## src/rtl/tdc_pkg.sv

```systemverilog
// Shared types, field layout and calendar helpers for the time/date/alarm clock.
package tdc_pkg;

  localparam int TD_W    = 44;
  localparam int ALARM_W = 14;

  // Bit offsets of each BCD field inside the 44-bit time/date word
  localparam int SEC_U_LSB = 0;
  localparam int SEC_T_LSB = 4;
  localparam int MIN_U_LSB = 7;
  localparam int MIN_T_LSB = 11;
  localparam int HR_U_LSB  = 14;
  localparam int HR_T_LSB  = 18;
  localparam int DAY_U_LSB = 20;
  localparam int DAY_T_LSB = 24;
  localparam int MON_U_LSB = 26;
  localparam int MON_T_LSB = 30;
  localparam int YR_U_LSB  = 31;
  localparam int YR_T_LSB  = 35;
  localparam int WDAY_LSB  = 39;

  // Saturday 1 Jan 2000, 00:00:00
  localparam logic [TD_W-1:0] TD_RESET_VALUE =
    (44'd5 << WDAY_LSB) | (44'd1 << MON_U_LSB) | (44'd1 << DAY_U_LSB);

  typedef struct packed {
    logic [1:0] rsvd;
    logic [2:0] wday;
    logic [3:0] yrT;
    logic [3:0] yrU;
    logic       monT;
    logic [3:0] monU;
    logic [1:0] dayT;
    logic [3:0] dayU;
    logic [1:0] hrT;
    logic [3:0] hrU;
    logic [2:0] minT;
    logic [3:0] minU;
    logic [2:0] secT;
    logic [3:0] secU;
  } td_t;

  typedef struct packed {
    logic       en;
    logic [1:0] hrT;
    logic [3:0] hrU;
    logic [2:0] minT;
    logic [3:0] minU;
  } alarm_t;

  // Divisible-by-4 test done directly on the two BCD year digits
  function automatic logic is_leap(input logic [3:0] yearTens, input logic [3:0] yearUnits);
    if (!yearTens[0])
      return (yearUnits == 4'd0) || (yearUnits == 4'd4) || (yearUnits == 4'd8);
    else
      return (yearUnits == 4'd2) || (yearUnits == 4'd6);
  endfunction

  // Month length returned as two BCD digits {tens[1:0], units[3:0]}
  function automatic logic [5:0] days_in_month(input logic monthTens, input logic [3:0] monthUnits,
                                               input logic leap);
    logic [5:0] d;
    d = 6'h31;
    if (!monthTens) begin
      case (monthUnits)
        4'd2:              d = leap ? 6'h29 : 6'h28;
        4'd4, 4'd6, 4'd9:  d = 6'h30;
        default:           d = 6'h31;
      endcase
    end else if (monthUnits == 4'd1) begin
      d = 6'h30;
    end
    return d;
  endfunction

endpackage

```

## src/rtl/time_date_alarm_clock_if.sv

```systemverilog
// UI-facing bus of the time/date/alarm clock: load, alarm programming and outputs.
interface time_date_alarm_clock_if #(
  parameter int NUM_ALARMS = 4,
  parameter int IDX_W      = 2
);
  logic                          clkEn1Hz;
  logic                          setTimeAndDate_in;
  logic [tdc_pkg::TD_W-1:0]      timeAndDate_In;
  logic [tdc_pkg::TD_W-1:0]      timeAndDate_Out;
  logic                          setError_out;
  logic                          alarmWrEn_in;
  logic [IDX_W-1:0]              alarmIdx_in;
  logic [tdc_pkg::ALARM_W-1:0]   alarmTime_in;
  logic [NUM_ALARMS-1:0]         alarmFire_out;

  modport master (
    output clkEn1Hz, setTimeAndDate_in, timeAndDate_In,
    output alarmWrEn_in, alarmIdx_in, alarmTime_in,
    input  timeAndDate_Out, setError_out, alarmFire_out
  );

  modport slave (
    input  clkEn1Hz, setTimeAndDate_in, timeAndDate_In,
    input  alarmWrEn_in, alarmIdx_in, alarmTime_in,
    output timeAndDate_Out, setError_out, alarmFire_out
  );
endinterface

```

## src/rtl/tdc_field_validator.sv

```systemverilog
// Combinational range check of a 44-bit BCD time/date word; reserved bits are ignored.
module tdc_field_validator
  import tdc_pkg::*;
(
  input  logic [TD_W-1:0] i_td,
  output logic            o_valid
);

  logic [3:0] w_secU, w_minU, w_hrU, w_dayU, w_monU, w_yrU, w_yrT;
  logic [2:0] w_secT, w_minT, w_wday;
  logic [1:0] w_hrT, w_dayT;
  logic       w_monT;
  logic [5:0] w_dim;
  logic       w_unused_rsvd;

  assign w_secU = i_td[SEC_U_LSB +: 4];
  assign w_secT = i_td[SEC_T_LSB +: 3];
  assign w_minU = i_td[MIN_U_LSB +: 4];
  assign w_minT = i_td[MIN_T_LSB +: 3];
  assign w_hrU  = i_td[HR_U_LSB  +: 4];
  assign w_hrT  = i_td[HR_T_LSB  +: 2];
  assign w_dayU = i_td[DAY_U_LSB +: 4];
  assign w_dayT = i_td[DAY_T_LSB +: 2];
  assign w_monU = i_td[MON_U_LSB +: 4];
  assign w_monT = i_td[MON_T_LSB];
  assign w_yrU  = i_td[YR_U_LSB  +: 4];
  assign w_yrT  = i_td[YR_T_LSB  +: 4];
  assign w_wday = i_td[WDAY_LSB  +: 3];
  assign w_unused_rsvd = ^i_td[TD_W-1:TD_W-2];

  assign w_dim = days_in_month(w_monT, w_monU, is_leap(w_yrT, w_yrU));

  // Any single out-of-range field makes the whole word invalid
  always_comb begin
    o_valid = 1'b1;
    if (w_secU > 4'd9 || w_secT > 3'd5) o_valid = 1'b0;
    if (w_minU > 4'd9 || w_minT > 3'd5) o_valid = 1'b0;
    if (w_hrU > 4'd9 || w_hrT > 2'd2 || (w_hrT == 2'd2 && w_hrU > 4'd3)) o_valid = 1'b0;
    if (w_monU > 4'd9) o_valid = 1'b0;
    if (!w_monT && w_monU == 4'd0) o_valid = 1'b0;
    if (w_monT && w_monU > 4'd2) o_valid = 1'b0;
    if (w_yrU > 4'd9 || w_yrT > 4'd9) o_valid = 1'b0;
    if (w_dayU > 4'd9) o_valid = 1'b0;
    if ({w_dayT, w_dayU} == 6'h00 || {w_dayT, w_dayU} > w_dim) o_valid = 1'b0;
    if (w_wday > 3'd6) o_valid = 1'b0;
  end

endmodule

```

## src/rtl/time_date_alarm_clock.sv

```systemverilog
// BCD time/date/weekday counter advanced by a 1 Hz enable, with validated loading
// and NUM_ALARMS HH:MM alarm channels that pulse when a tick reaches HH:MM:00.
module time_date_alarm_clock
  import tdc_pkg::*;
#(
  parameter int NUM_ALARMS = 4,
  parameter int IDX_W      = 2
) (
  input  logic                    clk,
  input  logic                    nReset,
  time_date_alarm_clock_if.slave  bus
);

  td_t                   r_td;
  logic                  r_setErr;
  logic [NUM_ALARMS-1:0] r_fire;
  alarm_t                r_alarm [NUM_ALARMS];

  logic                  w_setValid;
  td_t                   w_tick;
  logic [5:0]            w_dim;
  logic                  w_cMin, w_cHr, w_cDay, w_cMon, w_cYr;
  logic [NUM_ALARMS-1:0] w_match;

  tdc_field_validator u_validator (
    .i_td    (bus.timeAndDate_In),
    .o_valid (w_setValid)
  );

  assign w_dim = days_in_month(r_td.monT, r_td.monU, is_leap(r_td.yrT, r_td.yrU));

  // Next value after one second: ripple carry from seconds up to the year
  always_comb begin
    w_tick = r_td;
    w_cMin = 1'b0;
    w_cHr  = 1'b0;
    w_cDay = 1'b0;
    w_cMon = 1'b0;
    w_cYr  = 1'b0;

    if (r_td.secU == 4'd9) begin
      w_tick.secU = 4'd0;
      if (r_td.secT == 3'd5) begin
        w_tick.secT = 3'd0;
        w_cMin      = 1'b1;
      end else begin
        w_tick.secT = r_td.secT + 3'd1;
      end
    end else begin
      w_tick.secU = r_td.secU + 4'd1;
    end

    if (w_cMin) begin
      if (r_td.minU == 4'd9) begin
        w_tick.minU = 4'd0;
        if (r_td.minT == 3'd5) begin
          w_tick.minT = 3'd0;
          w_cHr       = 1'b1;
        end else begin
          w_tick.minT = r_td.minT + 3'd1;
        end
      end else begin
        w_tick.minU = r_td.minU + 4'd1;
      end
    end

    if (w_cHr) begin
      if (r_td.hrT == 2'd2 && r_td.hrU == 4'd3) begin
        w_tick.hrT = 2'd0;
        w_tick.hrU = 4'd0;
        w_cDay     = 1'b1;
      end else if (r_td.hrU == 4'd9) begin
        w_tick.hrU = 4'd0;
        w_tick.hrT = r_td.hrT + 2'd1;
      end else begin
        w_tick.hrU = r_td.hrU + 4'd1;
      end
    end

    if (w_cDay) begin
      w_tick.wday = (r_td.wday == 3'd6) ? 3'd0 : r_td.wday + 3'd1;
      if ({r_td.dayT, r_td.dayU} == w_dim) begin
        w_tick.dayT = 2'd0;
        w_tick.dayU = 4'd1;
        w_cMon      = 1'b1;
      end else if (r_td.dayU == 4'd9) begin
        w_tick.dayU = 4'd0;
        w_tick.dayT = r_td.dayT + 2'd1;
      end else begin
        w_tick.dayU = r_td.dayU + 4'd1;
      end
    end

    if (w_cMon) begin
      if (r_td.monT && r_td.monU == 4'd2) begin
        w_tick.monT = 1'b0;
        w_tick.monU = 4'd1;
        w_cYr       = 1'b1;
      end else if (r_td.monU == 4'd9) begin
        w_tick.monU = 4'd0;
        w_tick.monT = 1'b1;
      end else begin
        w_tick.monU = r_td.monU + 4'd1;
      end
    end

    if (w_cYr) begin
      if (r_td.yrU == 4'd9) begin
        w_tick.yrU = 4'd0;
        w_tick.yrT = (r_td.yrT == 4'd9) ? 4'd0 : r_td.yrT + 4'd1;
      end else begin
        w_tick.yrU = r_td.yrU + 4'd1;
      end
    end
  end

  // Alarm match against the post-tick value, using alarm contents before any same-cycle write
  always_comb begin
    w_match = '0;
    for (int k = 0; k < NUM_ALARMS; k++) begin
      w_match[k] = r_alarm[k].en &&
                   w_tick.secT == 3'd0 && w_tick.secU == 4'd0 &&
                   {r_alarm[k].hrT, r_alarm[k].hrU, r_alarm[k].minT, r_alarm[k].minU} ==
                   {w_tick.hrT, w_tick.hrU, w_tick.minT, w_tick.minU};
    end
  end

  // State update: reset, then valid load (swallows the tick), else tick; alarm writes alongside
  always_ff @(posedge clk) begin
    if (!nReset) begin
      r_td     <= TD_RESET_VALUE;
      r_setErr <= 1'b0;
      r_fire   <= '0;
      for (int k = 0; k < NUM_ALARMS; k++) r_alarm[k] <= '0;
    end else begin
      r_setErr <= 1'b0;
      r_fire   <= '0;
      if (bus.setTimeAndDate_in && w_setValid) begin
        r_td <= {2'b00, bus.timeAndDate_In[TD_W-3:0]};
      end else begin
        if (bus.setTimeAndDate_in) r_setErr <= 1'b1;
        if (bus.clkEn1Hz) begin
          r_td   <= w_tick;
          r_fire <= w_match;
        end
      end
      for (int k = 0; k < NUM_ALARMS; k++) begin
        if (bus.alarmWrEn_in && bus.alarmIdx_in == IDX_W'(k)) r_alarm[k] <= bus.alarmTime_in;
      end
    end
  end

  assign bus.timeAndDate_Out = r_td;
  assign bus.setError_out    = r_setErr;
  assign bus.alarmFire_out   = r_fire;

endmodule

```

## src/flat_wrapper.sv

```systemverilog
// flat-port wrapper written by rule: the top's interface ports become plain ports
module time_date_alarm_clock_flat import tdc_pkg::*;
#(
  parameter int NUM_ALARMS = 4,
  parameter int IDX_W      = 2
)
  (clk, nReset, bus_clkEn1Hz, bus_setTimeAndDate_in, bus_timeAndDate_In, bus_alarmWrEn_in, bus_alarmIdx_in, bus_alarmTime_in, bus_timeAndDate_Out, bus_setError_out, bus_alarmFire_out);
  time_date_alarm_clock_if #(.NUM_ALARMS(NUM_ALARMS), .IDX_W(IDX_W)) bus_i ();
  input  logic clk;
  input  logic nReset;
  input wire logic [$bits(bus_i.clkEn1Hz)-1:0] bus_clkEn1Hz;
  input wire logic [$bits(bus_i.setTimeAndDate_in)-1:0] bus_setTimeAndDate_in;
  input wire logic [$bits(bus_i.timeAndDate_In)-1:0] bus_timeAndDate_In;
  input wire logic [$bits(bus_i.alarmWrEn_in)-1:0] bus_alarmWrEn_in;
  input wire logic [$bits(bus_i.alarmIdx_in)-1:0] bus_alarmIdx_in;
  input wire logic [$bits(bus_i.alarmTime_in)-1:0] bus_alarmTime_in;
  output wire logic [$bits(bus_i.timeAndDate_Out)-1:0] bus_timeAndDate_Out;
  output wire logic [$bits(bus_i.setError_out)-1:0] bus_setError_out;
  output wire logic [$bits(bus_i.alarmFire_out)-1:0] bus_alarmFire_out;
  assign bus_i.clkEn1Hz = bus_clkEn1Hz;
  assign bus_i.setTimeAndDate_in = bus_setTimeAndDate_in;
  assign bus_i.timeAndDate_In = bus_timeAndDate_In;
  assign bus_i.alarmWrEn_in = bus_alarmWrEn_in;
  assign bus_i.alarmIdx_in = bus_alarmIdx_in;
  assign bus_i.alarmTime_in = bus_alarmTime_in;
  assign bus_timeAndDate_Out = bus_i.timeAndDate_Out;
  assign bus_setError_out = bus_i.setError_out;
  assign bus_alarmFire_out = bus_i.alarmFire_out;
  time_date_alarm_clock #(.NUM_ALARMS(NUM_ALARMS), .IDX_W(IDX_W)) u_core (.clk(clk), .nReset(nReset), .bus(bus_i));
endmodule
```

## config.mk

```make
export PLATFORM = sky130hd
export DESIGN_NAME = time_date_alarm_clock_flat
export DESIGN_NICKNAME = d
export VERILOG_FILES = /design/src/rtl/tdc_pkg.sv /design/src/rtl/time_date_alarm_clock_if.sv /design/src/rtl/tdc_field_validator.sv /design/src/rtl/time_date_alarm_clock.sv /design/src/flat_wrapper.sv
export SDC_FILE = /design/constraint.sdc
export NUM_CORES = 1
export LEC_CHECK = 0
export ABC_AREA = 1
export CAP_MARGIN = 20
export CORE_MARGIN = 10
export CORE_UTILIZATION = 55
export DETAILED_ROUTE_END_ITERATION = 10
export HOLD_SLACK_MARGIN = 0.06
export PLACE_DENSITY_LB_ADDON = 0.15
export SYNTH_ARGS = -nofsm -noshare
export SYNTH_HDL_FRONTEND = slang
export SYNTH_SLANG_ARGS = --single-unit
```

## constraint.sdc

```tcl
create_clock -name clk -period 7.8 [get_ports clk]
set_input_delay 1.95 -clock clk [delete_from_list [all_inputs] [get_ports clk]]
set_output_delay 1.95 -clock clk [all_outputs]
set_load 0.03 [all_outputs]
```

After elaboration in Yosys (flattened, before gate mapping)
Memories as Yosys holds them, arrays and structs flattened.
Cells that the tools add are included.

word-level totals
  bits in writable memories = 56
  bits of input ports = 65
  bits in latches = 0
  bits in registers = 47
  output and inout port bits = 49
  ROM bits = 0
  memories kept = 1
  word-level logic and storage cells = 221

cells by class
  bitwise gates (word level) = 6
  reduce and logical (&&, ||, !) cells = 59
  add/sub/neg operators = 12
  multipliers = 0
  equality and inequality tests = 38
  div/mod/pow operators = 0
  shift operators = 0
  magnitude comparators = 14
  multiplexer cells = 76

memory list
  memory          depth  bits a word  rd ports  clocked after memory_dff  write ports  RTL line                     RTL
  u_core.r_alarm  4      14           4         0                         4            time_date_alarm_clock.sv:17  alarm_t r_alarm [NUM_ALARMS];

operators with widths
  operator               count
  $mux W42               2
  $mux W14               4
  $eq A13 B13 Y1         4
  $mux W1                42
  $eq A4 B4 Y1 const B   10
  $mux W6                6
  $eq A4 B3 Y1 const B   8
  $mux W4                8
  $add A4 B1 Y4 const B  7
  $gt A4 B4 Y1 const B   7
  $logic_and A1 B1 Y1    22
  $eq A4 B2 Y1 const B   5
  $mux W3                6
  $logic_not A4 Y1       4
  $logic_or A1 B1 Y1     12
  $pmux W6 S2            1
  $mux W5                2
  $pmux W5 S2            1
  $reduce_bool A2 Y1     5
  $add A3 B1 Y3 const B  3
  $eq A3 B3 Y1 const B   3
  $gt A3 B3 Y1 const B   3
  $reduce_and A3 Y1      3
  $reduce_or A3 Y1       3
  20 further kinds       34

Depth between registers and ports, before layout
Gate-level depths: netlist (run 1).

  word-level depth = 15
  gate-level depth with buffers = 20
  depth with buffers taken out = 20

Modules after synthesis
A second synthesis (run 1) with hierarchy kept.

second synthesis, totals
  cell total of the unflattened synthesis = 889
  area, all modules = 6,321.1 um^2

by module, submodules not included
  module                 sequential area each (um^2)  times used  area an instance (um^2)  cells each
  time_date_alarm_clock  2,622.5                      1           5,968.2                  819
  tdc_field_validator    0.0                          1           352.8                    70

Worst setup path before layout (run 1)
OpenSTA, ideal clock, no wires.

  path kind = input port to flip-flop
  from = in bus_timeAndDate_In[28]
  to = reg u_core.r_td (netlist bit u_core.bus.timeAndDate_Out[39])
  setup slack = 3.811 ns
  path buffers = 2
  required time = 7.662 ns
  library setup time = 0.138 ns
  stages on the path = 16
  arrival time = 3.851 ns
  cell sequence = nor2_1 inv_1 nor3_1 nand2_1 inv_1 a221oi_1 ha_1 nand3_1 nor2_1 nor2_1 a21oi_2 nand2_4 buf_6 buf_6 o211ai_1 o211ai_1

on the way
  cells in the longest elaborated chain, start to end = 11
  elaborated cells on any way between the ends = 28
  classes of those cells = order compare: 3; eq/ne: 5; mux: 11; reduce/logical: 9

ends and longest elaborated chain
  item                                                  RTL line                                              RTL
  start: declaration                                    flat_wrapper.sv:13                                    input wire logic [$bits(bus_i.timeAndDate_In)-1:0] bus_timeAndDate_In;
  $eq A4 B3 Y1 (tied with other cells)                  tdc_pkg.sv:65                                         case (monthUnits)
  $reduce_or A3 Y1 (tied with other cells)              tdc_pkg.sv:65
  $pmux W5 S2 / $mux W1 (equally long branches)         tdc_pkg.sv:65, tdc_field_validator.sv:40
  $mux W6 / $mux W1 (equally long branches)             tdc_pkg.sv:64, tdc_field_validator.sv:41
  $gt A6 B6 Y1 / $mux W1 (equally long branches)        tdc_field_validator.sv:44, tdc_field_validator.sv:42
  $logic_or A1 B1 Y1 / $mux W1 (equally long branches)  tdc_field_validator.sv:44, tdc_field_validator.sv:43
  $mux W1 (*)                                           tdc_field_validator.sv:44                             if ({w_dayT, w_dayU} == 6'h00 || {w_dayT, w_dayU} > w_dim) o_valid = 1'b0;
  $mux W1 (*)                                           tdc_field_validator.sv:45                             if (w_wday > 3'd6) o_valid = 1'b0;
  $logic_and A1 B1 Y1 (*)                               time_date_alarm_clock.sv:138                          if (bus.setTimeAndDate_in && w_setValid) begin
  $reduce_bool A2 Y1 (no source line)                   -
  $reduce_and A2 Y1 (no source line)                    -
  end signal: assignment                                time_date_alarm_clock.sv:139                          r_td <= {2'b00, bus.timeAndDate_In[TD_W-3:0]};
  end signal: assignment                                time_date_alarm_clock.sv:143                          r_td <= w_tick;
  end: declaration                                      time_date_alarm_clock.sv:14                           td_t r_td;

Every way passes the cells marked *; elsewhere a longest branch is shown, timed or not.
A chain may end at the register's enable or synchronous reset.

Worst setup path after layout (run 1)
  from = in bus_timeAndDate_In[33]
  to = reg u_core.r_fire[0] (netlist: u_core.bus.alarmFire_out[0])

on the way
  cells in the longest elaborated chain, start to end = 13
  elaborated cells on any way between the ends = 22
  classes of those cells = order compare: 2; eq/ne: 4; mux: 8; reduce/logical: 8

ends and longest elaborated chain
  item                                                     RTL line                      RTL
  $eq A4 B3 Y1 / $logic_not A4 Y1 (equally long branches)  tdc_pkg.sv:54                 return (yearUnits == 4'd0) || (yearUnits == 4'd4) || (yearUnits == 4'd8);
  $logic_or A1 B1 Y1 (2 in series)                         tdc_pkg.sv:54
  $mux W1                                                  tdc_pkg.sv:53                 if (!yearTens[0])
  $mux W1                                                  tdc_pkg.sv:66                 4'd2: d = leap ? 6'h29 : 6'h28;
  $pmux W5 S2                                              tdc_pkg.sv:65
  $mux W6                                                  tdc_pkg.sv:64                 if (!monthTens) begin
  $gt A6 B6 Y1                                             tdc_field_validator.sv:44
  $logic_or A1 B1 Y1                                       tdc_field_validator.sv:44
  $mux W1 (*)                                              tdc_field_validator.sv:44
  $mux W1 (*)                                              tdc_field_validator.sv:45
  $logic_and A1 B1 Y1 (*)                                  time_date_alarm_clock.sv:138
  $reduce_or A3 Y1 (no source line) (*)                    -
  end signal: assignment                                   time_date_alarm_clock.sv:144  r_fire <= w_match;
  end: declaration                                         time_date_alarm_clock.sv:16   logic [NUM_ALARMS-1:0] r_fire;

Marks and branches as above.

==> impl_results.md, run 1 <==
- Die area: between 15,000 and 20,000 sq um
- Post-route cell area: roughly 8000 sq um
- PD cells: between 100 and 150 nW/um^2
- Via density: roughly 5.3
- Worst Path Buf+Inv: 1
- Leak: approximately 3.5 nW
- Vias in the first global route: around 5.6k
- Drt wl/cell: 15.4 um
- Fin nets: 1,049
- Worst Path Class, Setup: in -> reg
- Final Skew: ~5.7 ps
- CP max stage delay: around 450 ps
- RSZ-0062 raised after global routing: no
- Layout cells sized above 1: 0.0734
- PostCTS Resize Cnt: 0
- Slew margin rel.: 0.480
- Largest net degree at the start of global routing: 44
- Dominant cells by area after synthesis: edfxtp_1 (26%), dfxtp_1 (15%), nand2_1 (10%)
- Fmax: just under 200 MHz
- YS warnings: 0
- First-pass GRT wire length: roughly 28 mm
- H-tree depth: 3
- Crit. End Element: flop
- GRT overflow: 0
- Mapped cell area: 6480 sq um
- Critical path cell sequence: clkdlybuf4s50_1, o21ai_1, o211ai_1, a221oi_1, ha_1, nand3_1, nor2_1, nor2_1, a21oi_2, nand2_4, nand3_1, nor2_1, nand4_1, nor2_1, nand3_1, nor2_1
- Cell count after synthesis: about 870
- Worst path most repeated cell: nor2_1
- Worst hold path class: reg -> reg
- Final worst-path cycle share: 0.653
- Top Family by Delay on Critical Path: simple AND/OR/NAND/NOR gates
- Hold depth: 1
- Critical Path RT: ~8000 ps
- Fin. max-slew vios: 0
- Filler cells: between 900 and 1k
- Clk slew on worst S/H paths: ~70 ps
- Tmin final: between 5000 and 6000 ps
- Initial antenna violation count: 0
- Slew @ Worst Pin: ~780 ps
- Critical path data arrival time: 5390 ps
- Syn avg cell area: between 7 and 8 sq um
- Stages on the worst setup path: 16
- Core ar.: around 11,000 sq um
- Crit path launch type: primary input
- Initial DRC Count: roughly 540
- Largest area contributor in the netlist: edfxtp_1
- Largest buffer count on any clock path: 2
- # DRC: 0
- Chip width: between 100 and 150 um
- Top cell type's share of synthesized area: 0.259
- I/O pin count: between 100 and 150
- Number of enable flip-flop cells after synthesis: 56
- CTS tree: done
- Max cap viols: 0
- Row count: 39
- Antenna Cells: 0
- Via Count: approximately 6k
- Clock buffer count from CTS: 9
- Status: complete, no violations
- Largest fanout on the critical path: 35
- Final Hold Fails: 0
- Effective utilization at floorplan: 0.565
- Seq cells post-synth: about 100
- Wirelength, routed: approximately 17 mm
- Reg2reg path depth: 11
- Area Growth Syn to Fin: 22.5%
- Post-CTS setup buffer count: 0
- Slowest CP cell: clkdlybuf4s50_1
- Total track usage: 0.208
- Port Buffers: between 100 and 150
- CTS sink count: slightly above 100
- CTS root buf: clkbuf_16
- Worst-skew pair later-pin latency: between 300 and 400 ps
- Total negative slack: 0 ps
- DP Area: roughly 7700 sq um
- ANT nets after route: 0
- Drt first pass iters: 5
- Asr flop ratio synth: 0
- Final setup viols: 0
- Die Ht: ~130 um
- GP Congestion: 0.917
- Post-DP HPWL: approximately 13 mm
- Distinct cell type count after synthesis: 45
- Hold bufs inserted after CTS: 0
- Post-synthesis sequential area ratio: 0.405
- Maximum vdd ir drop: 0.145 mV
- Top_reg_cell synth: edfxtp_1
-- layout by cell type (no fill, tap or decap), types with 8 or more instances in the layout --
cell | Yosys | routed
a21oi_1 | 23 | 23
clkbuf_16 | 0 | 9
clkdlybuf4s50_1 | 0 | 109
dfxtp_1 | 47 | 47
edfxtp_1 | 56 | 56
ha_1 | 8 | 8
inv_1 | 115 | 115
nand2_1 | 178 | 178
nand2_2 | 19 | 19
nand3_1 | 66 | 66
nand4_1 | 17 | 17
nor2_1 | 149 | 149
nor3_1 | 9 | 9
o211ai_1 | 11 | 11
o21ai_0 | 42 | 42
o22ai_1 | 11 | 11
xnor2_1 | 15 | 15
xor2_1 | 20 | 20
-- cells in the mapped netlist, types with 3 or more instances --
| library cell | count |
|---|---|
| nand2_1 | 178 |
| nor2_1 | 149 |
| inv_1 | 115 |
| nand3_1 | 66 |
| edfxtp_1 | 56 |
| dfxtp_1 | 47 |
| o21ai_0 | 42 |
| a21oi_1 | 23 |
| xor2_1 | 20 |
| nand2_2 | 19 |
| nand4_1 | 17 |
| xnor2_1 | 15 |
| o211ai_1 | 11 |
| o22ai_1 | 11 |
| clkbuf_1 | 9 |
| nor3_1 | 9 |
| ha_1 | 8 |
| inv_2 | 7 |
| nand2_4 | 7 |
| nand3b_1 | 7 |
| buf_2 | 4 |
| buf_4 | 4 |
| nor3b_2 | 4 |
| o21ai_1 | 4 |
| o221ai_1 | 4 |
| or2_1 | 4 |
| a221oi_1 | 3 |
| a31oi_1 | 3 |
| nand3_4 | 3 |
-- layer usage --
metal	part of all wire	routed length (um)	global-route usage
met1	0.41	7150	0.253
met2	0.50	8670	0.367
met3	0.071	1230	0.0353
met4	0.014	240	0.0609
met5	0	0	0
-- registers in the layout (all words and copies together) (netlist names) --
signal,count
u_core.bus.timeAndDate_Out,42
u_core.bus.alarmFire_out,4
u_core.r_alarm,56
u_core.bus.setError_out,1
-- worst paths after layout --
path	from	endpoint	slack (ps)
setup reg to reg	u_core.bus.timeAndDate_Out[14]	u_core.bus.alarmFire_out[0]	5710
hold reg to reg	u_core.bus.timeAndDate_Out[0]	u_core.bus.timeAndDate_Out[0]	530
hold / removal	u_core.bus.timeAndDate_Out[0]	u_core.bus.timeAndDate_Out[0]	530
setup / recovery	bus_timeAndDate_In[33]	u_core.bus.alarmFire_out[0]	2710
-- logic make-up after synthesis --
group / after synthesis / synth area share
xor+xnor: 35 / 0.0473
simple gates: 476 / 0.346
compound gates: 105 / 0.0942
other cells: 1 / 0.000579
flops: 103 / 0.405
fa+ha+maj: 8 / 0.0154
buf+inv: 145 / 0.0915
-- report_power, final --
part | internal (mW) | switching (mW)
Sequential | 0.596 | 0.0113
Clock | 0.220 | 0.218
Combinational | 0.0545 | 0.0705
Total | 0.870 | 0.300
-- area by class of cell --
type	count	area (sq um)	area share
Multi-Input combinational cell	626	3270	0.412
Tap cell	143	179	0.0225
Timing Repair Buffer	110	1100	0.138
Inverter	126	487	0.0613
Clock buffer	9	225	0.0284
Sequential cell	103	2620	0.330
Clock inverter	7	55.1	0.00694
-- per-stage QoR --
step | utilization | total power, mW | hold WS [ps] | setup WS (ps) | std cells
2_1_floorplan | - | 0.684 | 511 | 3810 | 874
3_3_place_gp | 0.668 | 0.741 | 506 | 2400 | 1108
3_5_place_dp | 0.668 | 0.743 | 512 | 2380 | 1108
4_1_cts | 0.692 | 1.17 | 529 | 2750 | 1124
5_1_grt | 0.692 | 1.21 | 577 | 2470 | 1124
6_report | 0.692 | 1.17 | 531 | 2710 | 1124
Note: power is estimated with default switching activity, not from simulation.
==> inputs of run 2 (changes only) <==
CORE_UTILIZATION = 49   (was 55)
clock period = 4.3 ns   (was 7.8 ns; I/O delays follow)
==> run 2 against run 1 <==
Die area rose by 10%. Flip-flop and latch count stayed put. Setup slack worse by 2200 ps. Hold slack worse by 5.0 ps. Sequential share of layout area decreased by 0.42 points. Register-to-register slack worse by 3600 ps. Non-clock buffer count rose by 8. Total power grew 83%. Core utilization decreased by 6.3 points. Largest power group unchanged.
==> impl_results.md, run 2 (same netlist as run 1, synthesis figures left out) <==
- Largest fanout on the critical path: 20 (-43%)
- Logic pwr share: 0.109 (+0.002)
- Largest buffer count on any clock path: 2 (unchanged)
- Post-DP HPWL: 14.1 mm (+6.0%)
- Crit. End Element: flop
- GRT overflow: 0 (unchanged)
- RSZ-0062 raised after global routing: no
- Hold depth: 1 (unchanged)
- Slew @ Worst Pin: 776 ps (-1.01 ps)
- Commonest non-fill, non-tap cell in the layout: nand2_1
- Fin cells: 1,161 (+3.3%)
- Drt first pass iters: 5 (unchanged)
- Die area: 18,200 sq um (+10%)
- Tmin final: 3750 ps
- Worst-skew pair later-pin latency: 360 ps (about the same)
- CP max stage delay: 540 ps (+90 ps)
- Via density: 5.17 (-2.9%)
- Int Power: 1.59 mW (+82%)
- Via Count: 6,003 (+0.30%)
- Wirelength, routed: 18.0 mm (+4.4%)
- Biggest register: u_core.r_alarm
- Drt wl/cell: 15.5 um (+1.0%)
- Die Ht: 135 um (+5.0%)
- Filler cells: 1,186 (+23%)
- Core ar.: 12,800 sq um (+11%)
- Worst hold path class: reg -> reg
- Switch share: 0.258 (+0.00213)
- H-tree depth: 3 (unchanged)
- Critical Path RT: 4610 ps (-3490 ps)
- Worst Path Class, Setup: in -> reg
- Core Util, Final: 0.629 (-0.0627)
- PD cells: 266 nW/um^2 (+81%)
- Area Growth Syn to Fin: 24.0%
- Sequential power share: 0.514 (-0.005)
- Switching pwr: 0.553 mW (+85%)
- Slew margin rel.: 0.481 (+0.000673)
- Initial DRC Count: 447 (-17%)
- GP Congestion: 0.926 (+0.96%)
- Stages on the worst setup path: 22 (+6)
- Maximum vdd ir drop: 0.321 mV (+120%)
- Initial antenna violation count: 0 (unchanged)
- Fin nets: 1,057 (+0.76%)
- Slowest CP cell: clkdlybuf4s50_1
- Effective utilization at floorplan: 0.507 (-0.0578)
- CTS root buf: clkbuf_16
- Final worst-path cycle share: 0.873
- Fmax: around 270 MHz
- FF/Latch Area: 2620 sq um (unchanged)
- Reg2reg path depth: 11 (unchanged)
- I/O pin count: 114 (unchanged)
- Final setup viols: 0 (unchanged)
- Layout cells sized above 1: 0.0819 (+0.00851)
- Fin. max-slew vios: 0 (unchanged)
- Chip width: 135 um (+5.0%)
- Top Family by Delay on Critical Path: buffers and inverters
- Critical path cell sequence: clkdlybuf4s50_1, nor2_1, inv_1, nor3_1, nand2_1, inv_1, a221oi_1, ha_1, nand3_1, nor2_1, nor2_1, a21oi_2, nand2_4, buf_4, nand2_2, inv_2, nand2_1, o21ai_1, o21ai_0, nand2_1, nand2_1, inv_1
- Hold bufs inserted after CTS: 0 (unchanged)
- # DRC: 0 (unchanged)
- Crit path launch type: primary input
- Largest net degree at the start of global routing: 21 (-52%)
- Worst Path Buf+Inv: 6 (+5)
- Most frequent cells in the layout: nand2_1 (178), nor2_1 (149), inv_1 (115)
- Worst path most repeated cell: nand2_1
- Max cap viols: 0 (unchanged)
- Vias in the first global route: 5,800 (+2.8%)
- Leak: 3.52 nW (+1.4%)
- Antenna Cells: 0 (unchanged)
- Clk slew on worst S/H paths: 70 ps (about the same)
- Clock buffer count from CTS: 9 (unchanged)
- Total track usage: 0.199 (-0.00917)
- Post-CTS setup buffer count: 0 (unchanged)
- Status: complete, no violations
- Final Skew: 5.20 ps (-0.455 ps)
- Total negative slack: 0 ps (unchanged)
- First-pass GRT wire length: 29.1 mm (+4.3%)
- Number of flip-flops in the largest register: 56 (unchanged)
- Power share of the clock group: 0.377 (+0.003)
- Area taken by multi-input logic gates: 3270 sq um (unchanged)
- Row count: 41 (+5.1%)
- CTS sink count: 103 (unchanged)
- CTS tree: done
- Final Hold Fails: 0 (unchanged)
- ANT nets after route: 0 (unchanged)
- Dpl cells: 1,145 (+3.3%)
- PostCTS Resize Cnt: 0 (unchanged)
- Port Buffers: 109 (unchanged)
- Critical path data arrival time: 4060 ps (-1330 ps)
-- run 2: cell types whose count changed in the layout (fill, tap and decap cells not counted), sizes merged --
cell,before,now
clkinv,2,3
clkinvlp,3,1
buf,1,9
inv,128,129
-- run 2: cell type report --
cell class / instances / area share
clock buffers: 9 / 0.0280
clock inverters: 7 / 0.00763
inverters: 126 / 0.0605
multi-input cells: 626 / 0.407
flip-flops and latches: 103 / 0.326
well taps: 172 / 0.0268
repair buffers: 118 / 0.144
-- run 2: path summary, 6_finish.rpt --
kind | slack (ps) | from | endpoint
worst min register to register | 530 | u_core.bus.timeAndDate_Out[0] | u_core.bus.timeAndDate_Out[0]
worst min-delay path | 530 | u_core.bus.timeAndDate_Out[0] | u_core.bus.timeAndDate_Out[0]
worst max register to register | 2090 | u_core.bus.timeAndDate_Out[14] | u_core.bus.alarmFire_out[0]
worst max-delay path | 550 | bus_timeAndDate_In[29] | u_core.bus.timeAndDate_Out[3]
-- run 2: worst register-to-register path: stages (launching register included) --
cell and delay (ps):
dfxtp_1 480, ha_1 240, nand4_1 200, inv_1 180
nor3_1 60, nand2_1 170, nand2_2 150, nand2_1 130
nand4_1 100, nor2_1 180, nand3_1 150, nor2_1 110
-- run 2: stage by stage --
stage               power, mW  hold slack [ps]  setup WS (ps)  instance area (sq um)
floorplan                1.24              511           1190                   6480
detailed placement       1.36              510            181                   7750
global placement         1.35              499            192                   7750
finish                   2.14              526            545                   8040
CTS                      2.15              532            548                   8040
global route             2.23              581            241                   8040
-- run 2: metal layers --
layer	global-route usage	routed length [um]	vias to the layer above
met5	0	0	-
met4	0.0652	440	0
met3	0.0419	1100	35
met2	0.349	8850	188
met1	0.235	7660	2722
li1	-	-	3058
-- run 2: power groups by stage --
stage	clock network [mW]	logic (mW)	registers, mW
3_3_place_gp	0	0.231	1.12
2_1_floorplan	0	0.118	1.12
6_report	0.807	0.233	1.10
3_5_place_dp	0	0.232	1.12
5_1_grt	0.864	0.256	1.11
4_1_cts	0.817	0.234	1.10
